<file path="src/rtl/vit_pkg.sv">
// Shared constants and types for the (2,1,3) channel model: code geometry,
// error-model mode encodings, LFSR taps and the burst state machine states.
package vit_pkg;

  localparam int N         = 2;
  localparam int BLOCK_LEN = 20;
  localparam int LFSR_W    = 16;
  localparam int GUARD_LEN = 8;

  localparam logic [1:0] MODE_PASS   = 2'd0;
  localparam logic [1:0] MODE_FIXED  = 2'd1;
  localparam logic [1:0] MODE_RANDOM = 2'd2;
  localparam logic [1:0] MODE_BURST  = 2'd3;

  // x^16 + x^14 + x^13 + x^11 + 1 expressed as feedback taps on bits 15,13,12,10
  localparam logic [15:0] LFSR_TAPS = 16'hB400;

  typedef enum logic [1:0] {
    IDLE  = 2'd0,
    BURST = 2'd1,
    GUARD = 2'd2
  } burst_state_t;

endpackage

</file>
<file path="src/rtl/vit_lfsr.sv">
// Fibonacci LFSR shifting left; the feedback bit is the XOR of the tapped bits.
// A zero seed would lock the register up, so it is replaced by 1.
module vit_lfsr #(
  parameter int             W    = 16,
  parameter logic [W-1:0]   SEED = 16'hACE1,
  parameter logic [W-1:0]   TAPS = 16'hB400
) (
  input  logic         clock,
  input  logic         reset,
  input  logic         advance,
  output logic [W-1:0] value
);

  localparam logic [W-1:0] INIT = (SEED == '0) ? W'(1) : SEED;

  always_ff @(posedge clock or negedge reset) begin
    if (!reset) begin
      value <= INIT;
    end else if (advance) begin
      value <= {value[W-2:0], ^(value & TAPS)};
    end
  end

endmodule

</file>
<file path="src/rtl/vit_channel_213.sv">
// Channel error injector between the convolutional encoder and the Viterbi decoder:
// flips code bits by a selectable error model and counts every bit it flips.
module vit_channel_213
  import vit_pkg::*;
#(
  parameter int                N         = vit_pkg::N,
  parameter int                BLOCK_LEN = vit_pkg::BLOCK_LEN,
  parameter int                LFSR_W    = vit_pkg::LFSR_W,
  parameter logic [LFSR_W-1:0] SEED      = 16'hACE1,
  parameter int                GUARD_LEN = vit_pkg::GUARD_LEN
) (
  input  logic         clock,
  input  logic         reset,
  input  logic [N-1:0] vx_in,
  input  logic         vx_valid,
  input  logic [1:0]   mode,
  input  logic [7:0]   err_thresh,
  input  logic [4:0]   pat_pos,
  input  logic [3:0]   burst_len,
  input  logic [3:0]   max_err,
  output logic [N-1:0] rx_out,
  output logic         rx_valid,
  output logic [N-1:0] err_mask,
  output logic [15:0]  err_count,
  output logic [4:0]   blk_pos
);

  burst_state_t        state, state_n;
  logic [3:0]          bcnt, bcnt_n;
  logic [7:0]          gcnt, gcnt_n;
  logic [4:0]          pos;
  logic [4:0]          blk_err, blk_err_eff;
  logic [LFSR_W-1:0]   lfsr;
  logic [N-1:0]        cand, mask_n;
  logic [3:0]          blen;
  logic [7:0]          flips;
  logic [16:0]         count_sum;

  vit_lfsr #(
    .W    (LFSR_W),
    .SEED (SEED),
    .TAPS (LFSR_W'(LFSR_TAPS))
  ) u_lfsr (
    .clock   (clock),
    .reset   (reset),
    .advance (vx_valid),
    .value   (lfsr)
  );

  // Candidate mask and burst FSM next state, both judged on the pre-advance LFSR value
  always_comb begin
    cand        = '0;
    state_n     = state;
    bcnt_n      = bcnt;
    gcnt_n      = gcnt;
    blen        = (burst_len == 4'd0) ? 4'd1 : burst_len;
    blk_err_eff = (pos == 5'd0) ? 5'd0 : blk_err;

    case (mode)
      MODE_FIXED: begin
        if (pos == pat_pos) cand = N'(1);
      end
      MODE_RANDOM: begin
        for (int i = 0; i < N; i++) begin
          cand[i] = (lfsr[8*i +: 8] < err_thresh);
        end
      end
      default: cand = '0;
    endcase

    if (mode != MODE_BURST) begin
      state_n = IDLE;
    end else begin
      case (state)
        IDLE: begin
          if (lfsr[7:0] < err_thresh) begin
            cand   = '1;
            bcnt_n = blen;
            if (blen == 4'd1) begin
              state_n = GUARD;
              gcnt_n  = 8'(GUARD_LEN);
            end else begin
              state_n = BURST;
            end
          end
        end
        BURST: begin
          cand   = '1;
          bcnt_n = bcnt - 4'd1;
          if (bcnt_n == 4'd1) begin
            state_n = GUARD;
            gcnt_n  = 8'(GUARD_LEN);
          end
        end
        GUARD: begin
          if (gcnt == 8'd1) state_n = IDLE;
          else              gcnt_n  = gcnt - 8'd1;
        end
        default: state_n = IDLE;
      endcase
    end

    mask_n = ((max_err != 4'd0) && (blk_err_eff == {1'b0, max_err})) ? '0 : cand;

    flips = '0;
    for (int i = 0; i < N; i++) begin
      flips = flips + 8'(mask_n[i]);
    end
    count_sum = {1'b0, err_count} + 17'(flips);
  end

  always_ff @(posedge clock or negedge reset) begin
    if (!reset) begin
      state     <= IDLE;
      bcnt      <= '0;
      gcnt      <= '0;
      pos       <= '0;
      blk_err   <= '0;
      rx_out    <= '0;
      rx_valid  <= 1'b0;
      err_mask  <= '0;
      err_count <= '0;
      blk_pos   <= '0;
    end else begin
      rx_valid <= vx_valid;
      if (vx_valid) begin
        state     <= state_n;
        bcnt      <= bcnt_n;
        gcnt      <= gcnt_n;
        pos       <= (pos == 5'(BLOCK_LEN - 1)) ? 5'd0 : pos + 5'd1;
        blk_err   <= blk_err_eff + 5'(mask_n != '0);
        rx_out    <= vx_in ^ mask_n;
        err_mask  <= mask_n;
        blk_pos   <= pos;
        // Saturate rather than wrap so the checker never sees a small count after overflow
        err_count <= count_sum[16] ? 16'hFFFF : count_sum[15:0];
      end
    end
  end

endmodule

</file>
<file path="config.mk">
export PLATFORM = sky130hd
export DESIGN_NAME = vit_channel_213
export DESIGN_NICKNAME = d
export VERILOG_FILES = /design/src/rtl/vit_pkg.sv /design/src/rtl/vit_lfsr.sv /design/src/rtl/vit_channel_213.sv
export SDC_FILE = /design/constraint.sdc
export NUM_CORES = 1
export LEC_CHECK = 0
export ABC_AREA = 1
export CAP_MARGIN = 40
export CORE_MARGIN = 2
export CORE_UTILIZATION = 50
export CTS_CLUSTER_SIZE = 8
export DETAILED_ROUTE_END_ITERATION = 7
export GPL_TIMING_DRIVEN = 0
export PLACE_DENSITY = 0.77
export SLEW_MARGIN = 20
export SYNTH_ARGS = -nofsm -noshare
export SYNTH_HDL_FRONTEND = slang
export SYNTH_SLANG_ARGS = --single-unit
export TNS_END_PERCENT = 10
</file>
<file path="constraint.sdc">
create_clock -name clock -period 2.9 [get_ports clock]
set_input_delay 0.29 -clock clock [delete_from_list [all_inputs] [get_ports clock]]
set_output_delay 0.29 -clock clock [all_outputs]
set_load 0.05 [all_outputs]
</file>
==> impl_results.md, run 1 <==
- Status: finished with violations
- Failing checks: negative setup slack
- Distinct cell type count after synthesis: 36
- Number of synthesized register bits: between 60 and 70
- Multi-input gate area: ~2100 sq um
- Pleak: about 2.4 nW
- Worst path max stage delay: ~0.46 ns
- Clk_skew: around 0.011 ns
- DRT Pass-1 Iters: 5
- I/O Pins: 54
- Post-DR vias/cell: between 5 and 6
- Tot GR Track Use: 0.223
- Pre-CTS WS: -0.718 ns
- DRC: 0
- Post-synth ARST share: 1.00
- Met1 global-route usage: 0.289
- Drt total wl: about 9000 um
- Combinational Power Share: 0.404
- Normalized max-slew margin: 0.629
- Final Hold Slack: 0.391 ns
- Arr. time, crit path: ~3.4 ns
- Non-Filler Instances: 658
- Sequential fraction of design power: 0.365
- VDD IR max: ~0.00041 V
- CTS tree: yes
- Worst-path clk slew: around 0.080 ns
- Post-placement cell area: ~4500 sq um
- Largest net degree at the start of global routing: 39
- CP Launch Type: primary input
- Final hold vios: 0
- Top FF cell, synth: dfrtp_1
- Clock root buffer: clkbuf_8
- Setup-failing EPs final: 16
- R2r endpoint: err_count[11]
- Vias in the first global route: 3248
- Worst reg2reg path depth: 16
- Final GP Congestion: 0.903
- Share of cells above drive strength 1: 0.186
- Worst hold-check path type: in2async
- CTS H-Tree Depth: 3
- Cell count along the critical path: 18
- Synth warn: 0
- Crit-path max FO: 4
- Sw frac: 0.390
- # placed instances: about 630
- CP max stage cell: clkdlybuf4s50_1
- Area delta synth->final: 31.6%
- Fin worst setup slack: -0.164 ns
- Final antenna-violating net count: 0
- Sw Pwr: 1.49 mW
- Initial antenna violation count: 0
- WL per Instance: around 14 um
- Met3 GRT Util: 0.0332
- Max cap viols: 0
- Congestion Overflow GR: 0
- CTS Buffer Depth: 2
- Net count reported at finish: slightly above 600
- Fmax: 326 MHz
- Syn Inst Count: about 470
- Internal power: around 2.3 mW
- Crit path max-delay family: simple AND/OR/NAND/NOR gates
- Ant diodes: 0
- Clk_lat worst skew: approximately 0.35 ns
- IO Port Bufs: 53
- Clock sinks: 66
- Crit-path cells: clkdlybuf4s50_1 -> inv_1 -> ha_4 -> a21oi_2 -> nor2_1 -> nor4b_2 -> nand2_1 -> nand2_4 -> nand2_4 -> fa_2 -> inv_2 -> ha_4 -> nand4_1 -> nor3_2 -> nand4_1 -> buf_4 -> o21ai_2 -> a21o_1
- Net count after synthesis: roughly 530
- Std cell rows: 31
- GRT Max-Usage Layer: met2
- Min cycle time layout: about 3.1 ns
- Slew Viols, Final: 0
- Worst-Margin Slew: about 0.56 ns
- Iteration-0 DRC Markers: between 100 and 150
- CP endpoint kind: flop
- RSZ-0062 raised after global routing: yes
- Post-route cell area: 5040 sq um
- Post-synthesis area per instance: 8.08 sq um
- R2R Setup Slk: -0.15 ns
- R2R Path Start: u_lfsr.value[13]
- Die W: just over 90 um
- Clock power share: 0.231
- Register Area: 1660 sq um
- Pwr per Cell Area: between 700 and 800 nW/um^2
- EDFF count, synth: 0
- Worst path required time: between 3 and 4 ns
- Fill count: ~590
- First-pass GRT wire length: ~15000 um
- Num CTS Buffers: 9
- Vias: roughly 3400
- Met2 Resource Use GR: 0.369
- Worst Setup Path Type: in2reg
- Die ar.: about 8400 sq um
- Initial core utilization: 0.522
- Register area share after synthesis: 0.434
- Area of the mapped netlist: 3830 sq um
- CP bufs+invs: 4
- Die height: between 90 and 100 um
- Hpwl dp: a little over 6000 um
- Core footprint: ~7300 sq um
- Fin crit share: 1.06
==> metrics by stage <==
step	TNS [ns]	utilization	total power, mW
final	-1.97	0.687	3.82
after CTS	-1.84	0.669	3.75
after detailed placement	-10.38	0.617	2.79
after floorplan	0	-	2.37
after global routing	-4.04	0.687	4.07
after global placement	-47.20	0.615	2.74
==> cells in the mapped netlist (all sizes together), types with 2 or more instances <==
cell,instances,area [sq um]
o21ai,46,264
a21oi,11,55.1
inv,62,233
xnor2,9,78.8
dfstp,8,210
o22ai,4,25.0
nor2,34,135
dfrtp,58,1450
nand4,8,50.1
buf,2,16.3
xor2,13,114
nand3,32,170
or2,6,37.5
nor4,2,12.5
ha,26,325
clkbuf,7,26.3
nand2,130,495
nor3,5,30.0
==> final cells by class <==
cell class	count	area share
clock buffer	12	0.0308
sequential	66	0.330
inverter	62	0.0462
buffer	9	0.00894
clock inverter	4	0.0147
multi-input combinational	337	0.413
tap	99	0.0246
timing repair buffer	69	0.132
==> worst max path at each step <==
stage	start	endpoint	slack, ns
3_3_place_gp	err_thresh[3]	err_count[7]	-0.67
3_5_place_dp	err_thresh[7]	err_count[4]	-0.72
2_1_floorplan	u_lfsr.value[7]	err_count[12]	0.008
4_1_cts	u_lfsr.value[13]	err_count[11]	-0.16
6_report	err_thresh[5]	err_count[11]	-0.16
5_1_grt	err_thresh[5]	err_count[11]	-0.29
==> state kept, by name, summed over array words and instances (netlist names) <==
name          cells
blk_pos           5
pos               5
err_mask          2
blk_err           5
gcnt              8
u_lfsr.value     16
err_count        16
rx_out            2
bcnt              4
rx_valid          1
state             2
==> per-layer routing <==
| layer | up-vias | share of wire | wire length, um |
|---|---|---|---|
| li1 | 1689 | - | - |
| met1 | 1615 | 0.45 | 4090 |
| met2 | 79 | 0.49 | 4460 |
| met3 | 11 | 0.038 | 344 |
| met4 | 0 | 0.016 | 148 |
| met5 | - | 0 | 0 |
==> layout by cell type (no fill, tap or decap), types with 2 or more instances in the layout <==
| cell | Yosys | layout |
|---|---|---|
| nand2_2 | 3 | 11 |
| clkbuf_1 | 7 | 8 |
| o21ai_2 | 9 | 10 |
| nor4_1 | 2 | 2 |
| ha_4 | 0 | 6 |
| nor3_2 | 1 | 3 |
| buf_4 | 0 | 16 |
| a21oi_2 | 0 | 3 |
| nor2_2 | 3 | 6 |
| ha_1 | 26 | 20 |
| o21ai_0 | 37 | 35 |
| inv_1 | 61 | 56 |
| or2_2 | 6 | 6 |
| nand2_4 | 0 | 5 |
| xnor2_1 | 9 | 9 |
| o22ai_1 | 4 | 4 |
| bufinv_16 | 0 | 2 |
| clkdlybuf4s50_1 | 0 | 52 |
| nand3_1 | 30 | 28 |
| nor2_1 | 31 | 28 |
| dfrtp_1 | 58 | 58 |
| nand3_2 | 2 | 3 |
| clkbuf_8 | 0 | 11 |
| inv_2 | 1 | 6 |
| nand2_1 | 127 | 114 |
| nor3_1 | 4 | 2 |
| nand4_1 | 8 | 8 |
| a21oi_1 | 11 | 8 |
| dfstp_2 | 8 | 8 |
| xor2_1 | 13 | 13 |
==> kinds of logic after synthesis <==
family | Yosys count | share of synthesized area
AOI/OAI and AO/OA | 67 | 0.101
xor gates and xnor gates | 22 | 0.0503
adders and majority gates | 27 | 0.0902
buffers and inverters | 71 | 0.0719
DFF | 66 | 0.434
and+or+nand+nor | 221 | 0.252
==> power groups by stage <==
stage | Combinational [mW] | Sequential, mW | Clock [mW]
final | 1.54 | 1.39 | 0.882
after floorplan | 0.772 | 1.60 | 0
after CTS | 1.47 | 1.38 | 0.896
after global routing | 1.71 | 1.43 | 0.929
after global placement | 1.35 | 1.39 | 0
after detailed placement | 1.39 | 1.40 | 0
==> repair_timing <==
action | CTS | global route
hold buffers | 1 | 0
gates resized for setup | 15 | 23
setup buffers | 9 | 5
endpoints found under the hold margin | 27 | 0
cloned | 0 | 0
setup endpoints to repair | 16 | 16
pin swaps | 13 | 13
Note: power is estimated with default switching activity, not from simulation.
==> run 2: changes to the inputs <==
Settings changed: SETUP_SLACK_MARGIN set to 0.2.
==> run 2 against run 1 <==
Against the previous run:
- the flow still finishes with violations (negative setup slack)
- core utilization is 0.75 points higher
- wire length is 3.8% higher
- register-to-register slack worse by 0.06 ns
- highest routed layer unchanged
- flip-flop and latch count stayed put
- clock skew is 0.0030 ns higher
- critical endpoint is now err_count[12]
- die area stayed put
- global-route usage is 1.0 points higher
- sequential share of layout area is 0.36 points lower
- design area is 1.1% higher
- critical path type is now reg2reg
- combinational power hardly changed
==> impl_results.md, run 2 (synthesized netlist as in run 1, its figures left out) <==
- First-pass GRT wire length: 15700 um (was 14900 um)
- DRC: 0 (unchanged)
- Die W: 91.5 um (unchanged)
- CP endpoint kind: flop (unchanged)
- Ant diodes: 0 (unchanged)
- Normalized max-slew margin: 0.615 (was 0.629)
- Die ar.: 8370 sq um (unchanged)
- R2R Setup Slk: -0.21 ns (was -0.15 ns)
- Post-DR vias/cell: 5.22 (was 5.16)
- Worst-path clk slew: 0.08 ns (about the same)
- Pleak: 2.47 nW (was 2.41 nW)
- Commonest non-fill, non-tap cells in the layout: nand2_1 (112), inv_1 (59), dfrtp_1 (58) (was nand2_1 (114), dfrtp_1 (58), inv_1 (56))
- CTS H-Tree Depth: 3 (unchanged)
- Fill count: 553 (was 588)
- CP Launch Type: flop (was primary input)
- R2r endpoint: err_count[12] (was err_count[11])
- Tot GR Track Use: 0.233 (was 0.223)
- Crit-path max FO: 4 (unchanged)
- Worst hold-check path type: in2async (unchanged)
- Status: finished with violations (unchanged)
- Core footprint: 7330 sq um (unchanged)
- Failing checks: negative setup slack (unchanged)
- Worst Setup Path Type: reg2reg (was in2reg)
- IO Port Bufs: 53 (unchanged)
- Final hold vios: 0 (unchanged)
- Drt total wl: 9390 um (was 9040 um)
- RSZ-0062 raised after global routing: yes (unchanged)
- # placed instances: 627 (unchanged)
- I/O Pins: 54 (unchanged)
- Worst reg2reg path depth: 20 (was 16)
- Initial core utilization: 0.522 (unchanged)
- Total negative slack: -2.50 ns (was -1.97 ns)
- Most common cell after layout, fill and taps aside: nand2_1 (unchanged)
- Num CTS Buffers: 9 (unchanged)
- Clk_skew: 0.0140 ns (was 0.0111 ns)
- Area delta synth->final: 33.0% (was 31.6%)
- Die height: 91.5 um (unchanged)
- Worst path required time: 3.14 ns (was 3.20 ns)
- Max cap viols: 0 (unchanged)
- DRT Pass-1 Iters: 4 (was 5)
- Pre-CTS WS: -0.647 ns (was -0.718 ns)
- Top Registers: err_count x16, u_lfsr.value x16, gcnt x8 (unchanged)
- Post-placement cell area: 4570 sq um (was 4530 sq um)
- Post-route cell area: 5090 sq um (was 5040 sq um)
- Net count reported at finish: 614 (was 609)
- Setup-failing EPs final: 16 (unchanged)
- Vias in the first global route: 3341 (was 3248)
- Std cell rows: 31 (unchanged)
- VDD IR max: 0.000486 V (was 0.000413 V)
- Pwr per Cell Area: 749 nW/um^2 (was 757 nW/um^2)
- R2R Path Start: u_lfsr.value[7] (was u_lfsr.value[13])
- Clock root buffer: clkbuf_8 (unchanged)
- Slew Viols, Final: 0 (unchanged)
- Vias: 3463 (was 3394)
- Final GP Congestion: 0.900 (was 0.903)
- Fin crit share: 1.07 (was 1.06)
- CTS tree: yes (unchanged)
- Congestion Overflow GR: 0 (unchanged)
- Largest net degree at the start of global routing: 49 (was 39)
- Arr. time, crit path: 3.35 ns (was 3.36 ns)
- Hpwl dp: 6440 um (was 6240 um)
- CTS Buffer Depth: 2 (unchanged)
- Final antenna-violating net count: 0 (unchanged)
- Iteration-0 DRC Markers: 197 (was 124)
- Initial antenna violation count: 0 (unchanged)
- WL per Instance: 14.2 um (was 13.7 um)
- Share of cells above drive strength 1: 0.195 (was 0.186)
- Fmax: 322 MHz (was 326 MHz)
- Fin worst setup slack: -0.210 ns (was -0.164 ns)
- Min cycle time layout: 3.11 ns (was 3.06 ns)
- Clock sinks: 66 (unchanged)
- Clk_lat worst skew: 0.35 ns (about the same)
- Layout Utilization: 0.695 (was 0.687)
- Worst-Margin Slew: 0.577 ns (was 0.556 ns)
- Non-Filler Instances: 663 (was 658)
-- run 2: cell count changes in the layout (fill, tap and decap cells not counted), moves of 3 or more --
cell,previous run,this run
nand3_2,3,7
buf_6,1,5
nand3_1,28,24
inv_1,56,59
inv_2,6,3
-- run 2: worst max-delay path by stage --
stage	startpoint	endpoint	slack (ns)	depth (start not counted)
after floorplan	u_lfsr.value[13]	err_count[12]	0.05	17
after global placement	reset	u_lfsr.value[12]	-0.66	1
after detailed placement	err_thresh[5]	err_count[15]	-0.65	18
after CTS	u_lfsr.value[7]	err_count[0]	-0.15	18
after global routing	u_lfsr.value[7]	err_count[12]	-0.44	20
final	u_lfsr.value[7]	err_count[12]	-0.21	20
-- run 2: critical path: stages, from the launching register on --
cell and delay, ns:
dfstp_2 0.57, ha_4 0.21, nand2_2 0.06, inv_2 0.03, nor2_2 0.10, o21a_1 0.17
nand2_2 0.09, nand2_4 0.08, nand2_4 0.08, nand2_4 0.09, nand2_4 0.06, fa_2 0.35
inv_2 0.08, ha_4 0.13, nand4_1 0.20, nor2_2 0.24, nand3_2 0.11, nor2_2 0.15
nand3_1 0.07, o21ai_1 0.08, inv_1 0.05
-- run 2: per-stage QoR --
step / power [mW] / hold slack (ns)
6_report: 3.82 / 0.348
5_1_grt: 4.07 / 0.378
4_1_cts: 3.78 / 0.355
3_5_place_dp: 2.83 / 0.191
3_3_place_gp: 2.76 / 0.455
2_1_floorplan: 2.39 / -0.00559
-- run 2: layer usage --
metal  global-route usage  wire length, um  vias up
met4               0.0934              143        0
met1                0.308             4090     1662
met5                    0                0        -
met2                0.388             4770       93
met3               0.0299              377       11
li1                     -                -     1697
-- run 2: cell type report --
cell class / count / area [sq um] / area share
Multi-Input combinational cell: 337 / 2090 / 0.410
Sequential cell: 66 / 1660 / 0.326
Timing Repair Buffer: 74 / 719 / 0.141
Inverter: 62 / 233 / 0.0457
Clock buffer: 11 / 141 / 0.0278
Tap cell: 99 / 124 / 0.0243
Clock inverter: 5 / 77.6 / 0.0152
Buffer: 9 / 48.8 / 0.00958
-- run 2: timing repair --
item / CTS / global route
setup endpoints to repair: 16 / 17
hold endpoints to repair: 18 / 0
gates cloned: 1 / 0
setup buffers: 13 / 5
pin swaps: 12 / 10
hold buffers: 1 / 0
resized for setup: 20 / 20
-- run 2: where the power goes --
group	switching, mW	internal, mW	total [mW]
clock	0.372	0.505	0.877
sequential	0.219	1.18	1.40
combinational	0.931	0.611	1.54
total	1.52	2.29	3.82
==> run 3: changes to the inputs <==
Settings changed: SKIP_LAST_GASP set to 1, SLEW_MARGIN 20 to unset.
==> run 3 against run 2 <==
Against the previous run:
- the flow still finishes with violations (negative setup slack)
- via count shrank 2.4%
- core utilization shrank 2.3 points
- fmax grew 2.2%
- first-iteration DRC count shrank 13%
- flip-flop and latch count is the same
- wire length shrank 5.4%
- worst setup slack gained 0.068 ns
- design area shrank 3.3%
- non-clock buffer count shrank 10
- clock power shrank 3.4%
- largest cell class unchanged
==> impl_results.md, run 3 (synthesized netlist as in run 1, its figures left out) <==
- Status: finished with violations (unchanged)
- Failing checks: negative setup slack (unchanged)
- Crit-path max FO: 5 (was 4)
- CTS Buffer Depth: 2 (unchanged)
- CP max stage cell: dfstp_2 (unchanged)
- Met3 WL: 348 um (was 377 um)
- Metal1 wirelength: 3920 um (was 4090 um)
- Drt total wl: 8880 um (was 9390 um)
- I/O Pins: 54 (unchanged)
- Vias in the first global route: 3355 (was 3341)
- Top Registers: err_count x16, u_lfsr.value x16, gcnt x8 (unchanged)
- Max cap viols: 0 (unchanged)
- Fmax: 329 MHz (was 322 MHz)
- RSZ-0062 raised after global routing: yes (unchanged)
- Normalized max-slew margin: 0.446 (was 0.615)
- Clk_lat worst skew: 0.34 ns (was 0.35 ns)
- Cell mode on critical path: nand2_4 (unchanged)
- Min cycle time layout: 3.04 ns (was 3.11 ns)
- CTS tree: yes (unchanged)
- Share of cells above drive strength 1: 0.153 (was 0.195)
- Pwr per Cell Area: 759 nW/um^2 (was 749 nW/um^2)
- Crit path max-delay family: simple AND/OR/NAND/NOR gates (unchanged)
- Worst-Margin Slew: 0.830 ns (was 0.577 ns)
- Clock root buffer: clkbuf_8 (unchanged)
- Core footprint: 7330 sq um (unchanged)
- Post-DR vias/cell: 5.17 (was 5.22)
- Fill count: 588 (was 553)
- WL per Instance: 13.6 um (was 14.2 um)
- Ant diodes: 0 (unchanged)
- Total negative slack: -1.76 ns (was -2.50 ns)
- Setup crit start: u_lfsr.value[7] (unchanged)
- Vias: 3379 (was 3463)
- CP endpoint kind: flop (unchanged)
- R2r endpoint: err_count[9] (was err_count[12])
- R2R Path Start: u_lfsr.value[7] (unchanged)
- Fin crit share: 1.05 (was 1.07)
- IO Port Bufs: 53 (unchanged)
- DRC: 0 (unchanged)
- WL met2: 4470 um (was 4770 um)
- Die ar.: 8370 sq um (unchanged)
- First-pass GRT wire length: 15400 um (was 15700 um)
- Final antenna-violating net count: 0 (unchanged)
- Slew Viols, Final: 0 (unchanged)
- Final Hold Slack: 0.0428 ns (was 0.348 ns)
- CTS H-Tree Depth: 3 (unchanged)
- Clock sinks: 66 (unchanged)
- Fin worst setup slack: -0.142 ns (was -0.210 ns)
- Std cell rows: 31 (unchanged)
- Worst path max stage delay: 0.56 ns (was 0.57 ns)
- Die height: 91.5 um (unchanged)
- Post-route cell area: 4930 sq um (was 5090 sq um)
- Hpwl dp: 6300 um (was 6440 um)
- VDD IR max: 0.000451 V (was 0.000486 V)
- Area delta synth->final: 28.7% (was 33.0%)
- Worst-path clk slew: 0.07 ns (was 0.08 ns)
- Commonest non-fill, non-tap cells in the layout: nand2_1 (119), inv_1 (60), dfrtp_1 (58) (was nand2_1 (112), inv_1 (59), dfrtp_1 (58))
- Congestion Overflow GR: 0 (unchanged)
- Crit-path cells: ha_4 -> nand2_1 -> inv_1 -> nor2_1 -> o21a_1 -> nand2_2 -> nand2_4 -> nand2_4 -> nand2_4 -> nand2_4 -> fa_2 -> inv_2 -> ha_4 -> nand4_1 -> nor3_2 -> nand4_1 -> buf_4 -> o21ai_0 (was ha_4 -> nand2_2 -> inv_2 -> nor2_2 -> o21a_1 -> nand2_2 -> nand2_4 -> nand2_4 -> nand2_4 -> nand2_4 -> fa_2 -> inv_2 -> ha_4 -> nand4_1 -> nor2_2 -> nand3_2 -> nor2_2 -> nand3_1 -> o21ai_1 -> inv_1)
- R2R Setup Slk: -0.14 ns (was -0.21 ns)
- Tot GR Track Use: 0.228 (was 0.233)
- Final hold vios: 0 (unchanged)
- Setup-failing EPs final: 16 (unchanged)
- Worst Setup Path Type: reg2reg (unchanged)
- Worst hold-check path type: in2async (unchanged)
- Post-placement cell area: 4540 sq um (was 4570 sq um)
- Arr. time, crit path: 3.30 ns (was 3.35 ns)
- Worst reg2reg path depth: 18 (was 20)
- DRT Pass-1 Iters: 4 (unchanged)
- Pleak: 2.38 nW (was 2.47 nW)
- Power after layout: 3.74 mW (was 3.82 mW)
- Worst path required time: 3.16 ns (was 3.14 ns)
- Most common cell after layout, fill and taps aside: nand2_1 (unchanged)
- Largest net degree at the start of global routing: 67 (was 49)
- Initial antenna violation count: 0 (unchanged)
- Num CTS Buffers: 9 (unchanged)
- Final GP Congestion: 0.900 (unchanged)
- Iteration-0 DRC Markers: 171 (was 197)
- Max Used Layer: met4 (unchanged)
- CP Launch Type: flop (unchanged)
- Die W: 91.5 um (unchanged)
- Clk_skew: 0.0120 ns (was 0.0140 ns)
- CP bufs+invs: 3 (unchanged)
- Net count reported at finish: 604 (was 614)
- Initial core utilization: 0.522 (unchanged)
## run 3: worst reg2reg max path, cell delays in order, from the launching register on
cell and delay [ns]:
dfstp_2 0.56, ha_4 0.20, nand2_1 0.05, inv_1 0.04, nor2_1 0.09, o21a_1 0.17
nand2_2 0.09, nand2_4 0.08, nand2_4 0.07, nand2_4 0.10, nand2_4 0.06, fa_2 0.35
inv_2 0.08, ha_4 0.14, nand4_1 0.15, nor3_2 0.18, nand4_1 0.25, buf_4 0.23
o21ai_0 0.07
## run 3: where the power goes
group | internal, mW | switching, mW | total [mW]
Combinational | 0.584 | 0.917 | 1.50
Clock | 0.491 | 0.356 | 0.847
Sequential | 1.18 | 0.214 | 1.39
Total | 2.25 | 1.49 | 3.74
## run 3: per-layer routing
metal  vias to the layer above  GRT usage
met5                         -          0
met4                         0      0.101
met3                        13     0.0390
met2                        81      0.376
met1                      1600      0.293
li1                       1685          -
## run 3: cell type report
cell class,count,area [sq um],share of cell area
clock buffer,13,179,0.0363
sequential,66,1660,0.337
multi-input combinational,337,2030,0.411
timing repair buffer,64,611,0.124
clock inverter,3,45.0,0.00914
inverter,62,233,0.0472
tap,99,124,0.0251
buffer,9,48.8,0.00990
## run 3: worst max path at each step
stage | to | slack, ns | depth (start not counted)
3_3_place_gp | u_lfsr.value[12] | -0.66 | 1
5_1_grt | err_count[0] | -0.41 | 21
3_5_place_dp | err_count[15] | -0.65 | 18
2_1_floorplan | err_count[12] | 0.05 | 17
6_report | err_count[9] | -0.14 | 18
4_1_cts | err_count[0] | -0.16 | 16
## run 3: stage by stage
step                setup slack, ns   util  std cells
finish                       -0.142  0.672        653
global route                 -0.411  0.672        653
CTS                          -0.160  0.669        653
detailed placement           -0.646  0.620        626
global placement             -0.659  0.620        626
floorplan                    0.0458      -        474
## run 3: repair_timing
item                                    in CTS  in global routing
endpoints found under the setup margin      16                 17
hold buffers                                 0                  0
pin swaps                                   12                  3
gates resized for setup                     11                  5
setup buffers                               11                  0
